File: src/rtl/rf_sync_rx_if.sv
// rtl/rf_sync_rx_if.sv - RF receiver pulse input, enable and packet/status outputs
interface rf_sync_rx_if #(
  parameter int PACKET_SIZE = 24
);
  logic                   rfin;
  logic                   RX;
  logic [PACKET_SIZE-1:0] pkt;
  logic                   pkt_rec;
  logic                   busy;
  logic                   err;

  modport master (output rfin, output RX, input pkt, input pkt_rec, input busy, input err);
  modport slave  (input rfin, input RX, output pkt, output pkt_rec, output busy, output err);
endinterface

File: src/rtl/rf_sync_rx.sv
// rtl/rf_sync_rx.sv - pulse-position RF packet receiver with preamble period recovery
module rf_sync_rx #(
  parameter int PACKET_SIZE  = 24,
  parameter int PREAMBLE_LEN = 8,
  parameter int MIN_PERIOD   = 5000,
  parameter int MAX_PERIOD   = 20000
) (
  input  logic        clk,
  input  logic        rst,
  rf_sync_rx_if.slave bus
);
  localparam int CW = $clog2(PREAMBLE_LEN + 1);
  localparam int BW = $clog2(PACKET_SIZE + 1);
  localparam logic [15:0]   MIN_T     = 16'(MIN_PERIOD);
  localparam logic [15:0]   MAX_T     = 16'(MAX_PERIOD);
  localparam logic [CW-1:0] LAST_PRE  = CW'(PREAMBLE_LEN - 1);
  localparam logic [CW-1:0] FIRST_SUM = CW'(PREAMBLE_LEN - 4);
  localparam logic [BW-1:0] LAST_BIT  = BW'(PACKET_SIZE - 1);

  typedef enum logic [1:0] {S_IDLE, S_PREAMBLE, S_DATA} state_t;

  state_t                 r_state, w_state_n;
  logic [2:0]             r_sync;
  logic                   r_pulse;
  logic [15:0]            r_timer;
  logic [CW-1:0]          r_pcnt;
  logic [17:0]            r_sum;
  logic [15:0]            r_period;
  logic [BW-1:0]          r_bcnt;
  logic [PACKET_SIZE-1:0] r_shift;
  logic [PACKET_SIZE-1:0] r_pkt;
  logic                   r_pkt_rec;
  logic                   r_err;

  logic [15:0] w_quarter;
  logic [15:0] w_open;
  logic [16:0] w_close;
  logic [17:0] w_sum_n;
  logic        w_in_range, w_early, w_closed;
  logic        w_tmr_clr, w_tmr_q, w_start, w_pinc, w_lock;
  logic        w_shift, w_bit, w_done, w_err;

  assign w_quarter  = r_period >> 2;
  assign w_open     = r_period - w_quarter;
  assign w_close    = {1'b0, r_period} + {1'b0, w_quarter};
  assign w_sum_n    = r_sum + {2'b00, r_timer};
  assign w_in_range = (r_timer >= MIN_T) && (r_timer <= MAX_T);
  assign w_early    = r_timer < w_open;
  assign w_closed   = {1'b0, r_timer} >= w_close;

  always_ff @(posedge clk or negedge rst) begin
    if (!rst) r_state <= S_IDLE;
    else      r_state <= w_state_n;
  end

  always_comb begin
    w_state_n = r_state;
    w_tmr_clr = 1'b0;
    w_tmr_q   = 1'b0;
    w_start   = 1'b0;
    w_pinc    = 1'b0;
    w_lock    = 1'b0;
    w_shift   = 1'b0;
    w_bit     = 1'b0;
    w_done    = 1'b0;
    w_err     = 1'b0;
    case (r_state)
      S_IDLE: begin
        if (bus.RX && r_pulse) begin
          w_start   = 1'b1;
          w_tmr_clr = 1'b1;
          w_state_n = S_PREAMBLE;
        end
      end
      S_PREAMBLE: begin
        if (!bus.RX) begin
          w_state_n = S_IDLE;
        end else if (r_pulse) begin
          w_tmr_clr = 1'b1;
          if (!w_in_range) begin
            w_start = 1'b1;
          end else if (r_pcnt == LAST_PRE) begin
            w_lock    = 1'b1;
            w_state_n = S_DATA;
          end else begin
            w_pinc = 1'b1;
          end
        end else if (r_timer > MAX_T) begin
          w_state_n = S_IDLE;
        end
      end
      S_DATA: begin
        if (!bus.RX) begin
          w_err     = 1'b1;
          w_state_n = S_IDLE;
        end else if (r_pulse && w_early) begin
          // an early pulse aborts the packet and is taken as a fresh preamble pulse
          w_err     = 1'b1;
          w_start   = 1'b1;
          w_tmr_clr = 1'b1;
          w_state_n = S_PREAMBLE;
        end else if (r_pulse) begin
          w_shift   = 1'b1;
          w_bit     = 1'b1;
          w_tmr_clr = 1'b1;
        end else if (w_closed) begin
          // re-align the timer as if the missing pulse had arrived on time
          w_shift = 1'b1;
          w_tmr_q = 1'b1;
        end
        if (w_shift && (r_bcnt == LAST_BIT)) begin
          w_done    = 1'b1;
          w_state_n = S_IDLE;
        end
      end
      default: w_state_n = S_IDLE;
    endcase
  end

  always_ff @(posedge clk or negedge rst) begin
    if (!rst) begin
      r_sync    <= '0;
      r_pulse   <= 1'b0;
      r_timer   <= '0;
      r_pcnt    <= '0;
      r_sum     <= '0;
      r_period  <= '0;
      r_bcnt    <= '0;
      r_shift   <= '0;
      r_pkt     <= '0;
      r_pkt_rec <= 1'b0;
      r_err     <= 1'b0;
    end else begin
      r_sync    <= {r_sync[1:0], bus.rfin};
      r_pulse   <= r_sync[1] & ~r_sync[2];
      r_pkt_rec <= w_done;
      r_err     <= w_err;

      if (w_tmr_clr)               r_timer <= '0;
      else if (w_tmr_q)            r_timer <= w_quarter;
      else if (r_timer != 16'hFFFF) r_timer <= r_timer + 16'd1;

      if (w_start) begin
        r_pcnt <= CW'(1);
        r_sum  <= '0;
      end else if (w_pinc || w_lock) begin
        r_pcnt <= r_pcnt + CW'(1);
        if (r_pcnt >= FIRST_SUM) r_sum <= w_sum_n;
      end

      if (w_lock) begin
        r_period <= 16'(w_sum_n >> 2);
        r_bcnt   <= '0;
        r_shift  <= '0;
      end else if (w_shift) begin
        r_shift <= {r_shift[PACKET_SIZE-2:0], w_bit};
        r_bcnt  <= r_bcnt + BW'(1);
      end

      if (w_done) r_pkt <= {r_shift[PACKET_SIZE-2:0], w_bit};
    end
  end

  assign bus.pkt     = r_pkt;
  assign bus.pkt_rec = r_pkt_rec;
  assign bus.busy    = (r_state != S_IDLE);
  assign bus.err     = r_err;
endmodule

File: src/flat_wrapper.sv
// flat-port wrapper written by rule: the top's interface ports become plain ports
module rf_sync_rx_flat 
#(
  parameter int PACKET_SIZE  = 24,
  parameter int PREAMBLE_LEN = 8,
  parameter int MIN_PERIOD   = 5000,
  parameter int MAX_PERIOD   = 20000
)
  (clk, rst, bus_rfin, bus_RX, bus_pkt, bus_pkt_rec, bus_busy, bus_err);
  rf_sync_rx_if #(.PACKET_SIZE(PACKET_SIZE)) bus_i ();
  input  logic clk;
  input  logic rst;
  input wire logic [$bits(bus_i.rfin)-1:0] bus_rfin;
  input wire logic [$bits(bus_i.RX)-1:0] bus_RX;
  output wire logic [$bits(bus_i.pkt)-1:0] bus_pkt;
  output wire logic [$bits(bus_i.pkt_rec)-1:0] bus_pkt_rec;
  output wire logic [$bits(bus_i.busy)-1:0] bus_busy;
  output wire logic [$bits(bus_i.err)-1:0] bus_err;
  assign bus_i.rfin = bus_rfin;
  assign bus_i.RX = bus_RX;
  assign bus_pkt = bus_i.pkt;
  assign bus_pkt_rec = bus_i.pkt_rec;
  assign bus_busy = bus_i.busy;
  assign bus_err = bus_i.err;
  rf_sync_rx #(.PACKET_SIZE(PACKET_SIZE), .PREAMBLE_LEN(PREAMBLE_LEN), .MIN_PERIOD(MIN_PERIOD), .MAX_PERIOD(MAX_PERIOD)) u_core (.clk(clk), .rst(rst), .bus(bus_i));
endmodule
File: config.mk
export PLATFORM = sky130hd
export DESIGN_NAME = rf_sync_rx_flat
export DESIGN_NICKNAME = d
export VERILOG_FILES = /design/src/rtl/rf_sync_rx_if.sv /design/src/rtl/rf_sync_rx.sv /design/src/flat_wrapper.sv
export SDC_FILE = /design/constraint.sdc
export NUM_CORES = 1
export LEC_CHECK = 0
export ABC_AREA = 0
export CORE_UTILIZATION = 62
export CTS_CLUSTER_DIAMETER = 50
export DETAILED_ROUTE_END_ITERATION = 10
export HOLD_SLACK_MARGIN = 0.12
export PLACE_DENSITY = 0.83
export SYNTH_ARGS = -nofsm -noshare
export SYNTH_HDL_FRONTEND = slang
export SYNTH_SLANG_ARGS = --single-unit
File: constraint.sdc
create_clock -name clk -period 5.9 [get_ports clk]
set_clock_uncertainty 0.15 [all_clocks]
set_input_delay 0.59 -clock clk [delete_from_list [all_inputs] [get_ports clk]]
set_output_delay 0.59 -clock clk [all_outputs]
set_load 0.01 [all_outputs]
==> Yosys cells after proc, flatten, opt, wreduce, memory -nomap -nowiden <==
Index checks and enable logic that the tools add are counted.
{ "word_totals": {"register_bits": 114, "input_bits": 4, "output_inout_bits": 27, "elab_cells": 110} }
{ "op_classes": {"add_sub_neg": 6, "n_lt_le_gt_ge": 6, "n_eq_ne": 10, "n_mux": 61, "bitwise": 2, "reduce_logical": 13} }
{ "op_table": {"columns": ["cell", "n"], "rows": [
  ["18-bit two-way mux", 3],
  ["16-bit two-way mux", 3],
  ["23-bit two-way mux", 2],
  ["1-bit two-way mux", 37],
  ["18-bit by 16-bit adder with 18-bit output", 1],
  ["2-bit two-way mux", 9],
  ["16-bit by 14-bit adder with 17-bit output", 1],
  ["16-bit by 17-bit >= comparator with 1-bit output", 1],
  ["16-bit by 1-bit adder with 16-bit output, second input constant", 1],
  ["16-bit by 13-bit >= comparator with 1-bit output, second input constant", 1],
  ["16-bit by 15-bit > comparator with 1-bit output, second input constant", 1],
  ["16-bit by 15-bit <= comparator with 1-bit output, second input constant", 1],
  ["16-bit less-than comparator", 1],
  ["16-bit inequality test, second input constant", 1],
  ["16-bit by 14-bit subtractor with 16-bit output", 1],
  ["5-bit two-way mux", 2],
  ["4-bit two-way mux", 2],
  ["4-bit by 2-bit inequality test with 1-bit output, second input constant", 2],
  ["4-bit inequality test, second input constant", 2],
  ["2-bit nonzero test", 4],
  ["1-bit case mux with 3 select lines", 2],
  ["2-bit case mux with 3 select lines", 1],
  ["5-bit by 1-bit adder with 5-bit output, second input constant", 1],
  ["5-bit equality test, second input constant", 1],
  ["14 further kinds", 17]
]} }

==> Logic depth before layout (Yosys ltp) <==
Gate-level depths: netlist of run 1.
{ "logic_depth": {"word_depth": 10, "mapped_depth": 22, "ltp_nobuf": 21} }

==> Worst setup path before layout of run 1 <==
OpenSTA, ideal clock, no wires.
{ "synth_timing": {"path_type": "register to register", "startpoint": "register u_core.r_period[2]", "endpoint": "register u_core.r_pkt[16] (netlist: u_core.bus.pkt[16])", "setup_ns": 0.125, "t_arrival_ns": 4.429, "required_time_ns": 5.625, "slack_ns": 1.196, "stages_incl_launch_ff": 22, "path_buffers": 1, "period_less_slack_ns": 4.704, "cell_sequence": "dfrtp_1 -> ha_1 -> inv_1 -> fa_1 -> a21o_1 -> a21oi_1 -> o21a_1 -> o21ai_0 -> a211o_1 -> a31o_2 -> a21oi_1 -> xnor2_1 -> ha_1 -> nand4_1 -> a211oi_1 -> o211ai_1 -> a21o_1 -> a21oi_1 -> a31oi_4 -> nor2_2 -> buf_6 -> mux2_4"} }
{ "synth_via": {"elab_chain_cells": 10, "word_cells_on_any_way": 13, "cone_classes": "add/sub (2); order compare (2); mux (7); reduce/logical (2)"} }
{ "synth_lines": {"columns": ["element", "line", "rtl"], "rows": [
  ["from (decl)", "rf_sync_rx.sv:28", "logic [15:0] r_period;"],
  ["from (signal assigned)", "rf_sync_rx.sv:152", "r_period <= 16'(w_sum_n >> 2);"],
  ["16-bit by 14-bit adder with 17-bit output", "rf_sync_rx.sv:45", "assign w_close = {1'b0, r_period} + {1'b0, w_quarter};"],
  ["16-bit by 17-bit >= comparator with 1-bit output", "rf_sync_rx.sv:49", "assign w_closed = {1'b0, r_timer} >= w_close;"],
  ["1-bit two-way mux", "rf_sync_rx.sv:106", "end else if (w_closed) begin"],
  ["1-bit two-way mux", "rf_sync_rx.sv:102", "end else if (r_pulse) begin"],
  ["1-bit two-way mux *", "rf_sync_rx.sv:96", "end else if (r_pulse && w_early) begin"],
  ["1-bit two-way mux *", "rf_sync_rx.sv:93", "if (!bus.RX) begin"],
  ["1-bit two-way mux *", "rf_sync_rx.sv:67", "case (r_state)"],
  ["1-bit logical AND *", "rf_sync_rx.sv:111", "if (w_shift && (r_bcnt == LAST_BIT)) begin"],
  ["1-bit two-way mux *", "rf_sync_rx.sv:111", null],
  ["1-bit two-way mux *", "rf_sync_rx.sv:67", null],
  ["to (signal assigned)", "rf_sync_rx.sv:160", "if (w_done) r_pkt <= {r_shift[PACKET_SIZE-2:0], w_bit};"],
  ["to (decl)", "rf_sync_rx.sv:31", "logic [PACKET_SIZE-1:0] r_pkt;"]
]} }
Mark *: on every way between the ends. The rest lies on a longest branch, timed or not. The select of a mux whose other input is x is not followed.
A chain may end at the register's enable or synchronous reset.

==> Worst setup path after layout of run 1 <==
{ "layout_timing": {"startpoint": "register u_core.r_period[2]", "endpoint": "register u_core.r_pkt[12] (netlist: u_core.bus.pkt[12])"} }
The elaborated chain is that of the path after synthesis.

==> results.yml, run 1 <==
placed_design:
  io_buffers: 30
  routabilityCongestion: 0.9267
  place_hpwl_um: 13360
  dp.cells: 1015
finish:
  finalNonFillerCells: 1048
  layout_common_cells: "dfrtp_1 (114), nand2_1 (102), ha_1 (83), nor2_1 (64), o21ai_0 (60)"
  final_common_cell: "dfrtp_1"
  n_fill_cell: 883
  n_antenna_cell: 0
  syn2layout_area_growth_pct: 13.45
  drive_above_1_share: 0.07955
  nets: 957
power:
  pwr-share-clk: 0.434
  p_sw_frac: 0.2969
  ir_worst_vdd_uv: 245.8
  power_leakage_nw: 4.099
  combinationalPowerShare: 0.179
  powerDensity_nw_per_um2: 274.8
  switching_power_mw: 0.7173
  power.share.sequential: 0.388
  p_int_mw: 1.699
run:
  cap_viol_max_count: 0
global_route:
  grt-ovfl-total: 0
  antenna_found_initial: 0
  grt.total_usage: 0.3126
  grt_pass1_vias: 6508
  grt_pass1_wl_um: 31610
  grt_max_degree: 67
clock_tree:
  cts_tree: "done"
  clk_latency_ps: 410
  cts.path.max_buffers: 2
  clock_sinks: 114
  clkTransAtPathRegs_ps: 60
  cts_root_buf: "clkbuf_16"
  post_cts_buffers: 0
  htreeDepth: 4
  numCtsBuffers: 17
synth:
  synth.yosys.seq_area_share: 0.3682
  ys.warnings.count: 0
  syn_area_per_cell_um2: 9.181
  synth_area_leaders: "dfrtp_1 (37%), ha_1 (13%), nand2_1 (4.9%)"
  synth_fp_nets: 934
  syn_area_um2: 7749
  async_reset_ff_frac: 1.000
  ys.flop_type: "dfrtp_1"
  yosysUniqueCellTypes: 62
  yosysTopAreaCellShare: 0.3682
  synth_cells: 844
  synth-seq-cells: 114
  yosysTopAreaCell: "dfrtp_1"
  synth-edff-count: 0
die:
  dieHeight_um: 113.8
  rows: 40
  die-area_um2: 12950
  coreArea_um2: 12110
  start_util: 0.6398
  io_pins: 31
  die_w_um: 113.8
setup_path:
  cp_max_fo: 24
  worstSetupPathType: "reg2reg"
  worstPathRequired_ps: 6040
  arrival_ps: 5620
  endpoint_kind: "flop"
  start_kind: "flop"
outcome:
  run_status: "finished clean"
routing:
  top_layer_used: "met4"
  drt-wirelength-per-cell_um: 17.96
  vias: 6393
  drtAntennaViolNets: 0
  first_pass_iters: 5
  drc: 0
  dr_wl_met2_um: 8785
  drt_iter0_markers: 645
  wl_met1_um: 8449
  route.met3.wl_um: 1150
  wirelength_um: 18820
  vias_per_cell: 6.100
timing:
  slew_viol_final: 0
  relSlewSlack: 0.2616
  hold_slack_ps: 203.8
  finalHoldViolCount: 0
  worst_pin_slew_ps: 1100
  period_share: 0.9282
  layout_min_cycle_time_ps: 5477
  fmax_ghz: 0.1826
  fin_setup_tns_ps: 0
  rsz0062_at_grt: "false"
  setup_viol: 0
hold_path:
  hold_path.class: "reg2reg"
## power groups by stage
| stage | clock [mW] | combinational [mW] | sequential, mW |
|---|---|---|---|
| 4_1_cts | 1.05 | 0.430 | 0.934 |
| 5_1_grt | 1.09 | 0.491 | 0.948 |
| 6_report | 1.05 | 0.432 | 0.937 |
| 3_5_place_dp | 0 | 0.423 | 0.947 |
| 3_3_place_gp | 0 | 0.397 | 0.942 |
| 2_1_floorplan | 0 | 0.317 | 0.907 |
## cell usage after synthesis, types with 8 or more instances
cell      number
nor3_1        13
a211oi_1      13
nand4_1        8
mux2_4        19
a21o_1        11
nand2_1      102
xnor2_1       42
inv_1         46
and3_1         9
nand3_1       37
ha_1          83
dfrtp_1      114
nor2b_1        9
xor2_1        17
a21oi_1       54
clkbuf_1      27
a311oi_1      12
o21ai_0       60
nor2_1        64
## registers in the layout, summed over array words and instances (netlist names)
name                count
u_core.bus.err          1
u_core.bus.pkt         24
u_core.bus.pkt_rec      1
u_core.r_bcnt           5
u_core.r_pcnt           4
u_core.r_period        16
u_core.r_pulse          1
u_core.r_shift         23
u_core.r_state          2
u_core.r_sum           18
u_core.r_sync           3
u_core.r_timer         16
## stage by stage
stage               setup slack, ps  area, um^2    util  power, mW
detailed placement            524.1        8177  0.6751      1.370
global route                  90.22        8791  0.7258      2.531
finish                        423.4        8791  0.7258      2.416
global placement              788.2        8177  0.6751      1.338
floorplan                      1196        7749       -      1.224
CTS                           481.7        8791  0.7258      2.416
## layout make-up
type | count | area (um^2) | area share
Sequential cell | 114 | 2853 | 0.3245
Tap cell | 168 | 210.2 | 0.02391
Inverter | 46 | 172.7 | 0.01964
Multi-Input combinational cell | 651 | 4586 | 0.5216
Clock inverter | 11 | 153.9 | 0.01751
Timing Repair Buffer | 37 | 365.4 | 0.04156
Clock buffer | 21 | 450.4 | 0.05124
## critical path, stage by stage, from the launching register on
cell	delay (ps)
dfrtp_1	450
ha_1	210
inv_1	60
fa_1	410
a21o_1	170
a21oi_1	240
o21a_1	170
o21ai_0	170
a211o_1	350
a31o_2	240
a21oi_1	190
xnor2_1	90
ha_1	310
nand4_1	150
a211oi_1	280
o211ai_1	140
a21o_1	200
a21oi_1	270
a31oi_4	170
nor2_2	290
buf_12	240
mux2_2	380
## timing repair
item | CTS | global route
gates resized for setup | 0 | 0
hold buffers | 1 | 0
hold endpoints to repair | 48 | 0
## kinds of logic (layout without fill, tap and decap cells)
logic type / Yosys count / count (layout) / share of synthesized area
flops: 114 / 114 / 0.3682
xor+xnor: 59 / 59 / 0.06669
compound gates: 208 / 208 / 0.1733
mux: 29 / 29 / 0.05086
simple gates: 269 / 269 / 0.1584
buf+inv: 79 / 115 / 0.04085
fa+ha+maj: 86 / 86 / 0.1418
## worst paths after layout
| check | from | end | slack, ps | cells past startpoint |
|---|---|---|---|---|
| setup / recovery | u_core.r_period[2] | u_core.bus.pkt[12] | 420 | 21 |
| hold / removal | u_core.r_sync[0] | u_core.r_sync[1] | 200 | 0 |
| setup reg to reg | u_core.r_period[2] | u_core.bus.pkt[12] | 420 | 21 |
| hold reg to reg | u_core.r_sync[0] | u_core.r_sync[1] | 200 | 0 |
| max in group asynchronous | rst | u_core.r_timer[11] | 3700 | 3 |
| min in group asynchronous | rst | u_core.bus.pkt[17] | 610 | 2 |
## metal layers
| metal | GRT usage | vias up |
|---|---|---|
| met5 | 0 | - |
| li1 | - | 3043 |
| met3 | 0.06748 | 40 |
| met4 | 0.1203 | 0 |
| met1 | 0.4199 | 3067 |
| met2 | 0.4976 | 243 |
No activity file was read; power rests on OpenSTA's default activity.
==> run 2: changes to the inputs <==
- CELL_PAD_IN_SITES_DETAIL_PLACEMENT: unset -> 1
- CELL_PAD_IN_SITES_GLOBAL_PLACEMENT: unset -> 2
- CORE_UTILIZATION: 62 -> 39
- PLACE_DENSITY: 0.83 -> 0.82
==> results.yml, run 2 (synthesis results as in run 1) <==
timing:
  rsz0062_at_grt: "false"
  fmax_ghz: 0.1878
  relSlewSlack: 0.2652
  slew_viol_final: 0
  layout_min_cycle_time_ps: 5325
  fin_setup_tns_ps: 0
  period_share: 0.9025
  setup_viol: 0
  worst_pin_slew_ps: 1098
  finalHoldViolCount: 0
global_route:
  grt_max_degree: 61
  grt.total_usage: 0.2187
  antenna_found_initial: 0
  grt_pass1_vias: 6803
  grt-ovfl-total: 0
  grt_pass1_wl_um: 34400
finish:
  drive_above_1_share: 0.08513
  largest_reg_flops: 24
  nets: 958
  regArea_um2: 2853
  syn2layout_area_growth_pct: 14.77
  multi_input_area_um2: 4588
  final_common_cell: "dfrtp_1"
  n_antenna_cell: 0
  final_core_util: 0.4570
  n_fill_cell: 2217
  layout_common_cells: "dfrtp_1 (114), nand2_1 (101), ha_1 (83), nor2_1 (64), o21ai_0 (60)"
setup_path:
  cp_max_fo: 6
  worstSetupPathType: "reg2reg"
  arrival_ps: 5430
  start_kind: "flop"
  endpoint_kind: "flop"
  worstPathRequired_ps: 6000
clock_tree:
  clock_sinks: 114
  clk_latency_ps: 420
  clkTransAtPathRegs_ps: 60
  numCtsBuffers: 17
  cts.path.max_buffers: 2
  htreeDepth: 4
  cts_root_buf: "clkbuf_16"
  hold_buffers: 1
  post_cts_buffers: 0
  cts_resized: 0
  cts_tree: "done"
placed_design:
  place_hpwl_um: 15090
  io_buffers: 30
  routabilityCongestion: 0.8319
routing:
  drtAntennaViolNets: 0
  vias: 6276
  vias_per_cell: 5.476
  drt-wirelength-per-cell_um: 18.20
  first_pass_iters: 4
  drt_iter0_markers: 250
  wirelength_um: 20860
  drc: 0
die:
  io_pins: 31
  die_w_um: 143.0
  start_util: 0.3981
  coreArea_um2: 19460
  dieHeight_um: 143.0
  rows: 51
  die-area_um2: 20440
run:
  cap_viol_max_count: 0
power:
  powerDensity_nw_per_um2: 271.0
  ir_worst_vdd_uv: 182.2
  power_leakage_nw: 4.097
hold_path:
  hold_path.class: "reg2reg"
outcome:
  run_status: "finished clean"
## run 2: report_power, final
group	total (mW)	leakage (nW)	switching (mW)	internal (mW)
logic	0.438	2.29	0.249	0.190
clock network	1.02	0.283	0.426	0.598
registers	0.948	1.52	0.116	0.831
## run 2: layout make-up
class | count | area share
clock inverters | 15 | 0.01829
flip-flops and latches | 114 | 0.3208
repair buffers | 38 | 0.04052
inverters | 46 | 0.01941
well taps | 265 | 0.03728
clock buffers | 17 | 0.04783
multi-input cells | 651 | 0.5159
## run 2: worst paths after layout
check | from | slack (ps) | cells past startpoint | end
max | u_core.r_period[3] | 580 | 18 | u_core.r_state[0]
min | u_core.r_sync[0] | 210 | 0 | u_core.r_sync[1]
max reg2reg | u_core.r_period[3] | 580 | 18 | u_core.r_state[0]
min reg2reg | u_core.r_sync[0] | 210 | 0 | u_core.r_sync[1]
max in group asynchronous | rst | 3710 | 3 | u_core.r_timer[1]
min in group asynchronous | rst | 650 | 2 | u_core.bus.pkt[19]
## run 2: critical path, stage by stage, from the launching register on
cell and delay, ps:
dfrtp_1 480, inv_1 140, ha_1 310, nand2b_1 110, a21oi_1 80, o31a_1 270, o41a_1 380, a221oi_1 400
a211oi_1 180, a221oi_1 360, xnor2_1 190, ha_1 210, a211o_1 120, a21oi_1 40, a311o_1 310, a21oi_1 370
a21boi_0 170, a2111oi_0 680, o32ai_1 200
## run 2: stage by stage
| stage | hold slack (ps) | cells | total power [mW] | setup WS, ps | cell area [um^2] |
|---|---|---|---|---|---|
| 3_3_place_gp | 203.9 | 1113 | 1.368 | 787.0 | 8295 |
| 5_1_grt | 229.0 | 1146 | 2.534 | 228.0 | 8894 |
| 4_1_cts | 216.9 | 1146 | 2.434 | 558.8 | 8894 |
| 6_report | 214.9 | 1146 | 2.410 | 575.2 | 8894 |
| 3_5_place_dp | 203.1 | 1113 | 1.394 | 588.2 | 8295 |
| 2_1_floorplan | 144.4 | 844 | 1.224 | 1196 | 7749 |
## run 2: routing by layer
layer / wire length (um) / track usage / up-vias / part of all wire
met5: 0 / 0 / - / 0
met4: 369 / 0.07753 / 0 / 0.018
met3: 530 / 0.03823 / 22 / 0.025
met2: 9763 / 0.3558 / 58 / 0.47
met1: 10200 / 0.2910 / 3158 / 0.49
li1: - / - / 3038 / -
